[src/rtl/mem_port_arbiter.sv]
// Arbitrates fetch and load/store access to one shared single-port memory.
// One outstanding access, fixed data priority with a fetch anti-starvation limit.
module mem_port_arbiter #(
    parameter int AW              = 32,
    parameter int DW              = 32,
    parameter int MAX_DATA_STREAK = 4,
    parameter int TIMEOUT         = 64
) (
    input  logic          clk,
    input  logic          reset,
    input  logic          if_req,
    input  logic [AW-1:0] if_addr,
    output logic          if_gnt,
    output logic          if_rvalid,
    output logic [DW-1:0] if_rdata,
    output logic          if_err,
    input  logic          d_req,
    input  logic [AW-1:0] d_addr,
    input  logic [3:0]    d_we,
    input  logic [DW-1:0] d_wdata,
    output logic          d_gnt,
    output logic          d_rvalid,
    output logic [DW-1:0] d_rdata,
    output logic          d_err,
    output logic          m_req,
    output logic [AW-1:0] m_addr,
    output logic [3:0]    m_we,
    output logic [DW-1:0] m_wdata,
    input  logic          m_gnt,
    input  logic          m_rvalid,
    input  logic [DW-1:0] m_rdata,
    output logic          busy
);

    typedef enum logic [1:0] {
        IDLE  = 2'd0,
        ISSUE = 2'd1,
        WAIT  = 2'd2
    } state_t;

    localparam int SW = (MAX_DATA_STREAK > 0) ? $clog2(MAX_DATA_STREAK + 1) : 1;
    localparam int TW = (TIMEOUT > 1) ? $clog2(TIMEOUT + 1) : 1;
    localparam logic [SW-1:0] STREAK_MAX = SW'(MAX_DATA_STREAK);
    localparam logic [TW-1:0] TMO_LAST = (TIMEOUT > 0) ? TW'(TIMEOUT - 1) : '0;

    state_t          state;
    logic            owner_d;
    logic [SW-1:0]   streak;
    logic [TW-1:0]   tmo_cnt;
    logic [AW-1:0]   addr_q;
    logic [3:0]      we_q;
    logic [DW-1:0]   wdata_q;

    logic            idle;
    logic            fetch_forced;
    logic            d_win;
    logic            f_win;
    logic            done;
    logic            tmo_hit;
    logic            rsp;
    logic            rsp_err;
    logic [DW-1:0]   rsp_data;

    // Grants are only offered from IDLE and never while reset is applied.
    assign idle         = (state == IDLE) && !reset;
    assign fetch_forced = if_req && (streak == STREAK_MAX);
    assign d_win        = idle && d_req && !fetch_forced;
    assign f_win        = idle && if_req && !d_win;

    assign if_gnt  = f_win;
    assign d_gnt   = d_win;
    assign m_req   = (state == ISSUE);
    assign m_addr  = addr_q;
    assign m_we    = we_q;
    assign m_wdata = wdata_q;
    assign busy    = (state != IDLE);

    // A same-cycle m_gnt/m_rvalid in ISSUE completes without a WAIT cycle.
    assign done = ((state == ISSUE) && m_gnt && m_rvalid) ||
                  ((state == WAIT) && m_rvalid);
    assign tmo_hit = (TIMEOUT != 0) && (state != IDLE) &&
                     (tmo_cnt == TMO_LAST);

    assign rsp      = done || tmo_hit;
    assign rsp_err  = !done;
    assign rsp_data = done ? m_rdata : '0;

    always_ff @(posedge clk) begin
        if (reset) begin
            state     <= IDLE;
            owner_d   <= 1'b0;
            streak    <= '0;
            tmo_cnt   <= '0;
            addr_q    <= '0;
            we_q      <= '0;
            wdata_q   <= '0;
            if_rvalid <= 1'b0;
            if_err    <= 1'b0;
            if_rdata  <= '0;
            d_rvalid  <= 1'b0;
            d_err     <= 1'b0;
            d_rdata   <= '0;
        end else begin
            if_rvalid <= 1'b0;
            if_err    <= 1'b0;
            d_rvalid  <= 1'b0;
            d_err     <= 1'b0;

            unique case (state)
                IDLE: begin
                    if (d_win || f_win) begin
                        addr_q  <= d_win ? d_addr : if_addr;
                        we_q    <= d_win ? d_we : 4'b0000;
                        wdata_q <= d_wdata;
                        owner_d <= d_win;
                        tmo_cnt <= '0;
                        state   <= ISSUE;
                        if (f_win || !if_req) begin
                            streak <= '0;
                        end else if (streak != STREAK_MAX) begin
                            streak <= streak + SW'(1);
                        end
                    end
                end
                ISSUE, WAIT: begin
                    tmo_cnt <= tmo_cnt + TW'(1);
                    if (rsp) begin
                        state <= IDLE;
                        if (owner_d) begin
                            d_rvalid <= 1'b1;
                            d_err    <= rsp_err;
                            d_rdata  <= rsp_data;
                        end else begin
                            if_rvalid <= 1'b1;
                            if_err    <= rsp_err;
                            if_rdata  <= rsp_data;
                        end
                    end else if ((state == ISSUE) && m_gnt) begin
                        state <= WAIT;
                    end
                end
                default: state <= IDLE;
            endcase
        end
    end

endmodule

[config.mk]
export PLATFORM = sky130hd
export DESIGN_NAME = mem_port_arbiter
export DESIGN_NICKNAME = d
export VERILOG_FILES = /design/src/rtl/mem_port_arbiter.sv
export SDC_FILE = /design/constraint.sdc
export NUM_CORES = 1
export LEC_CHECK = 0
export ABC_AREA = 1
export CORE_AREA = 2 2 139 114
export DETAILED_ROUTE_END_ITERATION = 7
export DIE_AREA = 0 0 141 116
export GPL_ROUTABILITY_DRIVEN = 0
export MAX_ROUTING_LAYER = met4
export PLACE_DENSITY = 0.79
export RECOVER_POWER = 100
export SETUP_SLACK_MARGIN = 0.2
export SYNTH_ARGS = -nofsm -noshare
export SYNTH_HDL_FRONTEND = slang
export SYNTH_SLANG_ARGS = --single-unit
[constraint.sdc]
create_clock -name clk -period 2.1 [get_ports clk]
set_input_delay 0.63 -clock clk [delete_from_list [all_inputs] [get_ports clk]]
set_output_delay 0.63 -clock clk [all_outputs]
set_load 0.005 [all_outputs]
---- Word-level counts from Yosys, hierarchy flattened ----
Cells that the tools add are included.
W data, S select, Z words.
word-level totals
  bits in registers ....................... 149
  output and inout port bits .............. 140
  logic and storage cells ................. 71
operators by class
  add/sub/neg operators ................... 2
  equal/unequal tests ..................... 7
  mux-type cells .......................... 13
  bitwise operators ....................... 3
  reduce and logical (&&, ||, !) cells .... 33
operators with widths
  cell                   number
  $mux W32               2
  $pmux W7 S2            1
  $logic_and A1 B1 Y1    10
  $reduce_and A3 Y1      3
  $reduce_or A4 Y1       2
  $add A7 B1 Y7 const B  1
  $eq A7 B6 Y1 const B   1
  $mux W7                1
  $mux W2                3
  $mux W3                2
  $ne A3 B3 Y1 const B   2
  $reduce_and A2 Y1      3
  $reduce_bool A2 Y1     3
  $logic_not A1 Y1       5
  $logic_or A1 B1 Y1     4
  $mux W4                1
  $pmux W2 S2            1
  $add A3 B1 Y3 const B  1
  $eq A3 B3 Y1 const B   1
  $not A1 Y1             3
  $reduce_or A3 Y1       1
  $eq A2 B1 Y1 const B   1
  $eq A2 B2 Y1 const B   1
  $logic_not A2 Y1       1
  other kinds (3)        4

---- Depth between registers and ports, before layout ----
  depth in word-level cells ............... 9
  depth in mapped cells ................... 13

---- Least setup slack after synthesis ----
OpenSTA, ideal clock, no wires.
  kind .................................... input port to output port
  start ................................... input port reset
  end ..................................... output port d_gnt
  data arrival time ....................... 1280 ps
  data required time ...................... 1470 ps
  setup slack ............................. 190 ps
  stages on the path ...................... 5
  path buffers ............................ 2
  cell sequence ........................... buf_2 nor2_8 nand3_4 inv_2 buf_2
on the way
  longest elaborated chain between the ends .. 4
RTL lines
  item                               RTL line  source
  start: declaration                 10        input logic reset,
  $logic_not A1 Y1                   65        assign idle = (state == IDLE) && !reset;
  $logic_and A1 B1 Y1                65
  $logic_and A1 B1 Y1 (2 in series)  67        assign d_win = idle && d_req && !fetch_forced;
  end: declaration                   21        output logic d_gnt,
No other way between the ends.

---- Final worst setup path ----
  start ................................... register state[0]
  end ..................................... output port if_gnt
on the way
  longest elaborated chain between the ends .. 6
  elaborated cells between the ends (all ways) .. 7
  classes of those cells .................. reduce/logical (7)
RTL lines
  item                               RTL line  source
  start: declaration                 46        state_t state;
  start signal: assignment           90        state <= IDLE;
  start signal: assignment           117       state <= ISSUE;
  start signal: assignment           128       state <= IDLE;
  $logic_not A2 Y1 (*)               65
  $logic_and A1 B1 Y1 (*)            65
  $logic_and A1 B1 Y1 (2 in series)  67
  $logic_not A1 Y1                   68        assign f_win = idle && if_req && !d_win;
  $logic_and A1 B1 Y1 (*)            68
  end: declaration                   13        output logic if_gnt,
Every way passes the cells marked *; elsewhere a longest branch is shown, timed or not.

==> impl_metrics.py <==
metrics = {
    "route": {
        "wl_met3_um": 939,
        "highest_layer": "met4",
        "via_per_inst": 4.797,
        "drt_first_pass_iters": 4,
        "vias": 6389,
        "route.detailed.drc": 0,
        "dr_wl_met2_um": 10090,
        "drt-met1-wl_um": 8809,
        "first_iter_violations": 392,
        "ant_nets": 0,
        "totalWireLength_um": 20270,
        "wl_per_cell_um": 15.22,
    },
    "logic_synthesis": {
        "synthFlopType": "dfxtp_1",
        "synth_top_family_by_area": "simple AND/OR/NAND/NOR gates",
        "synth_xor_area_frac": 0.002847,
        "synthArstFlopShare": 0,
        "synth_top_cell_by_area": "dfxtp_1",
        "syn_area_per_cell_um2": 7.403,
        "synthTopCellsByArea": "dfxtp_1 48%, nand2_1 14%, nor2_1 6.5%",
        "synthMuxAreaShare": 0,
        "synth-warning-count": 0,
        "synthesis.nets": 977,
        "synth_adder_area_share": 0.01627,
        "synth-simple-area-share": 0.2599,
        "synth-seq-area-share": 0.4848,
        "syn_inst": 831,
        "synth_enable_flop_cells": 0,
        "syn-cell-area_um2": 6152,
        "synth_top_area_share": 0.4848,
        "synth_compound_area_frac": 0.1344,
        "ys_seq_elements": 149,
        "synth.distinct_cells": 29,
    },
    "worst_hold_path": {
        "worstHoldStart": "if_rdata[9]",
        "whs_path_depth": 2,
        "hp-class": "register to register",
        "hold_path_end": "if_rdata[9]",
    },
    "global_route": {
        "grt_usage": 0.2356,
        "grt_max_degree": 79,
        "first_global_vias": 5758,
        "overflow": 0,
        "grt_pass1_wl_um": 29240,
        "antenna_found_initial": 1,
    },
    "final_layout": {
        "final_cell_mix": "214 x nand2_1, 145 x dfxtp_1, 134 x clkdlybuf4s50_1",
        "fillers": 1237,
        "synthToLayoutAreaGrowth_pct": 67.03,
        "final_common_cell": "nand2_1",
        "layout.nets": 1274,
        "fin_util": 0.6913,
        "design_area_um2": 10280,
        "drive_gt1_frac": 0.1481,
        "fin_cells": 1332,
    },
    "critical_path": {
        "cp.required_ns": 1.47,
        "rr_worst_depth": 12,
        "cpPeakStageDelay_ns": 0.32,
        "worst_setup_path_start_kind": "register",
        "crit_slowest_cell": "dfxtp_2",
        "end_kind": "primary output",
        "r2r_end": "m_wdata[8]",
        "r2r_slack_ns": 0.06,
        "r2r-start": "state[0]",
        "path_max_fanout": 3,
        "setup.worst_path.class": "register to primary output",
        "crit_chain": "inv_2 -> ha_4 -> inv_4 -> buf_12 -> nor2_8 -> nand2_2 -> nor2_2 -> buf_2",
        "crit_arrival_ns": 1.50,
    },
    "status": {
        "status": "complete, but fails checks",
        "violations": "setup timing",
    },
    "timing": {
        "fin_skew_ns": 0.009564,
        "slew_violations": 0,
        "hold_viol_final": 0,
        "finalSetupViolations": 1,
        "timing.final.ws_setup_ns": -0.02900,
        "rsz0062_at_grt": "true",
        "max_freq_ghz": 0.4697,
        "slew_headroom": 0.4165,
        "worstMarginPinSlew_ns": 0.8753,
        "fin_crit_sh": 1.014,
        "post-route-min-period_ns": 2.129,
    },
    "die": {
        "die_h_um": 116,
        "io_pins": 278,
        "floorplan.initialDensity": 0.4139,
        "die_area_um2": 16360,
        "core_um2": 14860,
        "die_w_um": 141,
        "rows": 40,
    },
    "pwr": {
        "p_per_area_nw_per_um2": 1029,
        "irDropWorstVdd_uv": 804.1,
        "leakagePower_uw": 0.004787,
    },
    "placement": {
        "place.port_buffers": 277,
        "place_inst": 1278,
        "dpl.hpwl_um": 12980,
        "place_area_um2": 9199,
        "place_ws_ns": -0.5320,
    },
    "cts": {
        "clock_path_buffers": 2,
        "clockRootBuffer": "clkbuf_16",
        "cts_tree": "done",
        "cts_buffers": 17,
        "cts.sinks": 149,
        "path_clk_slew_ns": 0.06,
        "htree_levels": 4,
        "clkLatencyLatePin_ns": 0.42,
    },
    "job": {
        "maxCapViolations": 0,
    },
}
==> through the flow <==
step                setup TNS, ns  total power, µW  hold slack [ns]
floorplan                       0             5004           0.4583
global placement           -3.081             6452           0.4500
detailed placement         -4.193             6497           0.4548
CTS                       -0.1189             9856           0.4618
global route               -2.500            11130           0.4748
finish                   -0.02900            10580           0.4597
==> Yosys cell counts (3+ instances only) <==
cell type,count
buf_6,9
clkbuf_1,25
buf_4,4
ha_1,8
o211ai_1,32
nand2_1,225
buf_2,15
inv_2,5
nor3_1,6
nand3_4,3
nand3_1,38
inv_1,79
o21ai_0,33
a21oi_1,77
nor2_1,106
dfxtp_1,149
==> routing by layer <==
metal	global-route usage	vias to the layer above
met3	0.04917	29
met1	0.2843	2936
li1	-	3222
met4	0.09600	0
met5	-	-
met2	0.3886	202
==> worst max path at each step <==
| stage | startpoint | endpoint | slack (ns) |
|---|---|---|---|
| 6_report | state[0] | if_gnt | -0.03 |
| 2_1_floorplan | reset | d_gnt | 0.22 |
| 5_1_grt | state[1] | if_gnt | -0.12 |
| 3_5_place_dp | if_req | if_gnt | -0.53 |
| 3_3_place_gp | if_req | if_gnt | -0.51 |
| 4_1_cts | state[1] | if_gnt | -0.08 |
==> logic make-up after synthesis <==
group / Yosys count
AND/OR/NAND/NOR: 387
flip-flops: 149
AO/OA/AOI/OAI: 146
buffers and inverters: 139
adder cells (fa/ha/maj): 8
XOR/XNOR: 2
==> state kept, by name (all words and copies together), names as in the netlist, 2 cells and up <==
signal    count
d_rdata      32
if_rdata     32
m_addr       32
m_wdata      32
m_we          4
state         2
streak        3
tmo_cnt       7
==> power breakdown <==
group | internal, µW | leakage, µW | switching (µW)
clock network | 2120 | 0.000314 | 1250
registers | 3180 | 0.00122 | 190
logic | 1820 | 0.00326 | 2020
==> repair_timing <==
| action | in CTS | in global routing |
|---|---|---|
| pin swaps | 3 | 29 |
| hold endpoints to repair | 0 | 0 |
| hold buffers | 0 | 0 |
| endpoints found under the setup margin | 125 | 59 |
| gates resized for setup | 156 | 109 |
| setup buffers | 3 | 8 |
| cloned | 0 | 9 |
==> worst max-delay path: cells and delay by family (launching register included) <==
family                   cells  cell delay, ns
buffers and inverters        4            0.37
adder cells (fa/ha/maj)      1            0.14
flip-flops                   1            0.32
AND/OR/NAND/NOR              3            0.25
==> final cells by class <==
| type | instances | area [µm²] | area share |
|---|---|---|---|
| diodes | 2 | 5.005 | 0.0004870 |
| clock buffers | 17 | 425.4 | 0.04140 |
| clock inverters | 15 | 227.7 | 0.02216 |
| inverters | 86 | 335.3 | 0.03263 |
| multi-input cells | 543 | 2801 | 0.2726 |
| flip-flops and latches | 149 | 2988 | 0.2908 |
| well taps | 189 | 236.5 | 0.02301 |
| repair buffers | 330 | 3241 | 0.3154 |
| repair inverters | 1 | 16.27 | 0.001583 |
No activity file was read; power rests on OpenSTA's default activity.
